**src/rtl/clock_time_keeper.sv**
```systemverilog
// HH:MM:SS BCD timekeeper with button-driven setting and blink/blank control
// for a 6-digit 7-segment display driver.
module clock_time_keeper #(
    parameter int CLK_RATE_HZ   = 390625,
    parameter int BLINK_RATE_HZ = 2
) (
    input  logic        clk,
    input  logic        reset,
    input  logic        btn_mode,
    input  logic        btn_inc,
    output logic [23:0] data,
    output logic [5:0]  digit_enable_mask,
    output logic [5:0]  decimal_point_enable_mask,
    output logic        second_tick
);

    localparam int BLINK_HALF = CLK_RATE_HZ / (2 * BLINK_RATE_HZ);
    localparam int PW = (CLK_RATE_HZ > 2) ? $clog2(CLK_RATE_HZ) : 1;
    localparam int BW = (BLINK_HALF > 2) ? $clog2(BLINK_HALF) : 1;
    localparam logic [PW-1:0] PRESC_MAX  = PW'(CLK_RATE_HZ - 1);
    localparam logic [PW-1:0] PRESC_HALF = PW'(CLK_RATE_HZ / 2);
    localparam logic [BW-1:0] BLINK_MAX  = BW'(BLINK_HALF - 1);

    typedef enum logic [1:0] {
        RUN         = 2'd0,
        SET_HOURS   = 2'd1,
        SET_MINUTES = 2'd2,
        SET_SECONDS = 2'd3
    } state_t;

    state_t         state_q, state_d;
    logic [PW-1:0]  presc_q, presc_d;
    logic [BW-1:0]  blink_cnt_q, blink_cnt_d;
    logic           blink_hidden_q, blink_hidden_d;
    logic [7:0]     sec_q, sec_d;
    logic [7:0]     min_q, min_d;
    logic [7:0]     hr_q, hr_d;
    logic           second_tick_q, second_tick_d;
    logic [5:0]     digit_en_q, digit_en_d;
    logic [5:0]     dp_en_q, dp_en_d;
    logic           wrap;

    // Two-digit BCD increments; both wrap to 00 without producing illegal codes.
    function automatic logic [7:0] bcd_inc60(input logic [7:0] v);
        if (v[3:0] != 4'd9)
            return {v[7:4], v[3:0] + 4'd1};
        else if (v[7:4] != 4'd5)
            return {v[7:4] + 4'd1, 4'd0};
        else
            return 8'h00;
    endfunction

    function automatic logic [7:0] bcd_inc24(input logic [7:0] v);
        if (v == 8'h23)
            return 8'h00;
        else if (v[3:0] == 4'd9)
            return {v[7:4] + 4'd1, 4'd0};
        else
            return {v[7:4], v[3:0] + 4'd1};
    endfunction

    always_comb begin
        state_d        = state_q;
        presc_d        = presc_q;
        blink_cnt_d    = blink_cnt_q;
        blink_hidden_d = blink_hidden_q;
        sec_d          = sec_q;
        min_d          = min_q;
        hr_d           = hr_q;

        wrap = (state_q == RUN) && (presc_q == PRESC_MAX);

        if (state_q == RUN)
            presc_d = wrap ? '0 : presc_q + PW'(1);
        else
            presc_d = '0;

        if (wrap) begin
            sec_d = bcd_inc60(sec_q);
            if (sec_q == 8'h59) begin
                min_d = bcd_inc60(min_q);
                if (min_q == 8'h59)
                    hr_d = bcd_inc24(hr_q);
            end
        end

        // Mode beats inc; any accepted press restarts the blink with the field visible.
        if (btn_mode) begin
            case (state_q)
                RUN:         state_d = SET_HOURS;
                SET_HOURS:   state_d = SET_MINUTES;
                SET_MINUTES: state_d = SET_SECONDS;
                default:     state_d = RUN;
            endcase
            blink_cnt_d    = '0;
            blink_hidden_d = 1'b0;
        end else if (btn_inc && state_q != RUN) begin
            case (state_q)
                SET_HOURS:   hr_d  = bcd_inc24(hr_q);
                SET_MINUTES: min_d = bcd_inc60(min_q);
                default:     sec_d = 8'h00;
            endcase
            blink_cnt_d    = '0;
            blink_hidden_d = 1'b0;
        end else if (state_q != RUN) begin
            if (blink_cnt_q == BLINK_MAX) begin
                blink_cnt_d    = '0;
                blink_hidden_d = ~blink_hidden_q;
            end else begin
                blink_cnt_d = blink_cnt_q + BW'(1);
            end
        end else begin
            blink_cnt_d    = '0;
            blink_hidden_d = 1'b0;
        end

        digit_en_d = 6'b111111;
        if (hr_q[7:4] == 4'd0)
            digit_en_d[5] = 1'b0;
        if (blink_hidden_q) begin
            case (state_q)
                SET_HOURS:   digit_en_d[5:4] = 2'b00;
                SET_MINUTES: digit_en_d[3:2] = 2'b00;
                SET_SECONDS: digit_en_d[1:0] = 2'b00;
                default:     ;
            endcase
        end

        dp_en_d = ((state_q != RUN) || (presc_q < PRESC_HALF)) ? 6'b010100 : 6'b000000;
        second_tick_d = wrap;
    end

    always_ff @(posedge clk) begin
        if (reset) begin
            state_q        <= RUN;
            presc_q        <= '0;
            blink_cnt_q    <= '0;
            blink_hidden_q <= 1'b0;
            sec_q          <= 8'h00;
            min_q          <= 8'h00;
            hr_q           <= 8'h00;
            second_tick_q  <= 1'b0;
            digit_en_q     <= 6'b011111;
            dp_en_q        <= 6'b010100;
        end else begin
            state_q        <= state_d;
            presc_q        <= presc_d;
            blink_cnt_q    <= blink_cnt_d;
            blink_hidden_q <= blink_hidden_d;
            sec_q          <= sec_d;
            min_q          <= min_d;
            hr_q           <= hr_d;
            second_tick_q  <= second_tick_d;
            digit_en_q     <= digit_en_d;
            dp_en_q        <= dp_en_d;
        end
    end

    assign data                      = {hr_q, min_q, sec_q};
    assign digit_enable_mask         = digit_en_q;
    assign decimal_point_enable_mask = dp_en_q;
    assign second_tick               = second_tick_q;

endmodule
```
**config.mk**
```make
export PLATFORM = sky130hd
export DESIGN_NAME = clock_time_keeper
export DESIGN_NICKNAME = d
export VERILOG_FILES = /design/src/rtl/clock_time_keeper.sv
export SDC_FILE = /design/constraint.sdc
export NUM_CORES = 1
export LEC_CHECK = 0
export BUFFER_PORTS_ARGS = -buffer_cell sky130_fd_sc_hd__buf_2
export CAP_MARGIN = 20
export CORE_AREA = 10 10 87 89
export DETAILED_ROUTE_END_ITERATION = 7
export DIE_AREA = 0 0 97 99
export PLACE_DENSITY = 0.81
export SYNTH_ARGS = -nofsm -noshare
export SYNTH_HDL_FRONTEND = slang
export SYNTH_SLANG_ARGS = --single-unit
```
**constraint.sdc**
```tcl
create_clock -name clk -period 2.6 [get_ports clk]
set_input_delay 0.52 -clock clk [delete_from_list [all_inputs] [get_ports clk]]
set_output_delay 0.52 -clock clk [all_outputs]
set_load 0.01 [all_outputs]
```
==> flow_summary.ini <==
[outcome]
outcome = finished, final reports clean

[global_route]
grt_max_degree = 20
grt_pass1_wl_mm = 11.4
antenna_found_initial = 0
grtUsageTotal_pct = 13.8
first_global_vias = 2630
gr-total-overflow = 0

[logic_synthesis]
ys_ff_latch = 69
ys.flop_type = dfxtp_1
synth.top_cell.area_share_pct = 41.3
avgSynthCellArea_um2 = 8.66
yosys.area.top_type = dfxtp_1
yosys_warnings = 0
netlist_instances = 386
netlist_top_cells_count = dfxtp_1 (69), nor2_1 (66), nand2_1 (27), xnor2_1 (21), inv_1 (19)
synth_edf_count = 0
seq_area_frac_synth_pct = 41.3
synth.most_common_cell = dfxtp_1
yosysUniqueCellTypes = 59
synthArstFlopShare_pct = 0
synth_area_leaders = dfxtp_1 (41%), nor2_1 (7.4%), xnor2_1 (5.5%), ha_1 (4.5%), xor2_1 (4.2%)
syn_area_um2 = 3340

[detailed_routing]
dr.pass1.iters = 8
ant_nets = 0
wire_per_inst_um = 13.3
wirelength_mm = 6.69
drtIter0Drc = 105
via_per_inst = 5.49
vias = 2767
route.detailed.drc = 0

[die]
die_w_um = 97
die_h_um = 99
die_area_um2 = 9600
ios = 41
num_rows = 28
start_util_pct = 57.1
core_um2 = 5850

[power_and_ir_drop]
power_switching_uw = 444
clockPowerShare_pct = 41.3
comb_power_share_pct = 4.1
peakVddDrop_uv = 417
p_int_uw = 1520
swShare_pct = 22.6
p_per_area_nw_per_um2 = 524
pwr-share-seq_pct = 54.5
p_leak_uw = 0.00139
p_total_uw = 1970

[sta]
period_minus_slack_ps = 2350
worstMarginPinSlew_ps = 606
slew_headroom_pct = 59.3
setup_tns_ps = 0
timing.fmax_mhz = 426
setup_viol = 0
fin_crit_sh_pct = 90.3
drv_slew = 0
hold_violations = 0
grt_setup_unrepaired = false
skew_ps = 9.43

[worst_setup_path]
cp-start-kind = flip-flop
path_cells = inv_1, ha_1, or4b_1, nor4_4, a21boi_4, or4_1, a31oi_1
critPathSlowestCell = or4b_1
worstReg2RegEnd = min_q[3]$_SDFF_PP0_
r2r_slack_ps = 250
required_ps = 2870
crit_fanout = 9
reg2reg_from = presc_q[0]$_SDFF_PP0_
cpPeakStageDelay_ps = 510
rr_worst_depth = 7
worstSetupPathType = reg2reg
crit_path_end_kind = flip-flop
worstPathArrival_ps = 2620

[clocking]
clkTransAtPathRegs_ps = 70
cts.sinks = 69
insertion_delay_ps = 340
cts_tree = built
cts_resized = 0
h-tree-depth = 3
cts-root-to-sink-buffers = 2
hold_buffers = 0
cts_inserted_buffers = 9
post-cts-setup-buffer-count = 0
clockRootBuffer = clkbuf_8

[placed_design]
hpwl_mm = 4.98
dp.cells = 489
dpl-instance-area_um2 = 3570
gp_congestion = 0.818
io_buffers = 36

[min_path]
min_path_cells = 2
hold_path_class = in2reg
whs_endpoint = state_q[0]$_SDFFE_PP0P_
hp-start = btn_mode

[final_layout]
fin_cells = 504
final_area_um2 = 3750
fin_nets = 441
syn2layout_area_growth_pct = 12.2
insertedDiodeCount = 0
layout-drive-gt1-share_pct = 14.9

[job]
drv_cap = 0
==> worst max-delay path by stage <==
stage / start / endpoint / slack [ps] / cells past startpoint
after floorplan: presc_q[0]$_SDFF_PP0_ / min_q[3]$_SDFF_PP0_ / 470 / 7
after CTS: presc_q[0]$_SDFF_PP0_ / min_q[3]$_SDFF_PP0_ / 250 / 7
after detailed placement: presc_q[0]$_SDFF_PP0_ / min_q[3]$_SDFF_PP0_ / 260 / 7
after global placement: presc_q[0]$_SDFF_PP0_ / min_q[3]$_SDFF_PP0_ / 340 / 7
after global routing: presc_q[0]$_SDFF_PP0_ / min_q[3]$_SDFF_PP0_ / 70 / 7
final: presc_q[0]$_SDFF_PP0_ / min_q[3]$_SDFF_PP0_ / 250 / 7
==> power groups by stage <==
stage          clock network [µW]  logic [µW]  registers, µW
2_1_floorplan                   0        63.1           1100
3_3_place_gp                    0        79.8           1100
3_5_place_dp                    0        81.7           1100
4_1_cts                       832        81.8           1070
5_1_grt                       871        93.1           1070
6_report                      813        81.5           1070
==> placed cells by master (no fill, tap or decap), drive strengths merged, types with 2 or more instances in the layout <==
| cell | instances |
|---|---|
| dfxtp | 69 |
| nor2 | 66 |
| buf | 39 |
| nand2 | 27 |
| xnor2 | 21 |
| inv | 19 |
| nand3 | 19 |
| xor2 | 16 |
| nand4 | 14 |
| a21oi | 13 |
| ha | 12 |
| o21ai | 10 |
| clkbuf | 10 |
| and3 | 8 |
| nor2b | 7 |
| and4 | 6 |
| nor3b | 6 |
| nor3 | 6 |
| nor4 | 5 |
| or4 | 4 |
| conb | 4 |
| clkinv | 4 |
| o31ai | 3 |
| mux2 | 3 |
| or3 | 3 |
| and2 | 2 |
| a211oi | 2 |
| nor4bb | 2 |
| a32o | 2 |
| o32ai | 2 |
| or4b | 2 |
| a21boi | 2 |
==> per-stage QoR <==
step           hold WS, ps  utilization, %  setup WS, ps
2_1_floorplan          418               -           469
3_3_place_gp           427            61.1           337
3_5_place_dp           442            61.1           258
4_1_cts                428            64.1           245
5_1_grt                442            64.1          71.1
6_report               438            64.1           252
==> layer usage <==
| metal | vias to the layer above | share of wire, % | track usage [%] |
|---|---|---|---|
| met1 | 1283 | 46 | 15.6 |
| met2 | 52 | 47 | 23.0 |
| met3 | 10 | 5.4 | 4.33 |
| met4 | 0 | 1.8 | 6.81 |
| met5 | - | 0 | 0 |
| li1 | 1422 | - | - |
==> sequential cells by signal, summed over array words and instances, names as in the netlist <==
name,cells
blink_cnt_q,17
blink_hidden_q,1
decimal_point_enable_mask,1
digit_enable_mask,4
hr_q,8
min_q,8
presc_q,19
sec_q,8
second_tick,1
state_q,2
==> area by class of cell <==
class	count	area, µm²
clock buffer	10	128
clock inverter	5	52.6
fill	503	2100
inverter	20	75.1
multi-input combinational	286	1820
sequential	69	1380
tap	75	93.8
timing repair buffer	39	203
==> logic make-up after synthesis <==
logic type / count (synthesis) / synth area share (%)
XOR/XNOR: 37 / 9.69
flip-flops: 69 / 41.3
AO/OA/AOI/OAI: 48 / 10.1
AND/OR/NAND/NOR: 181 / 28.4
multiplexers: 4 / 1.31
adder cells (fa/ha/maj): 12 / 4.49
other: 1 / 0.112
buffers and inverters: 34 / 4.60
==> critical path, delay by kind of cell (launching register included) <==
kind / cells / cell delay (ps)
DFF: 1 / 340
buffers and inverters: 1 / 60
and+or+nand+nor: 3 / 1410
AOI/OAI and AO/OA: 2 / 340
adders and majority gates: 1 / 120
No activity file was read; power rests on OpenSTA's default activity.
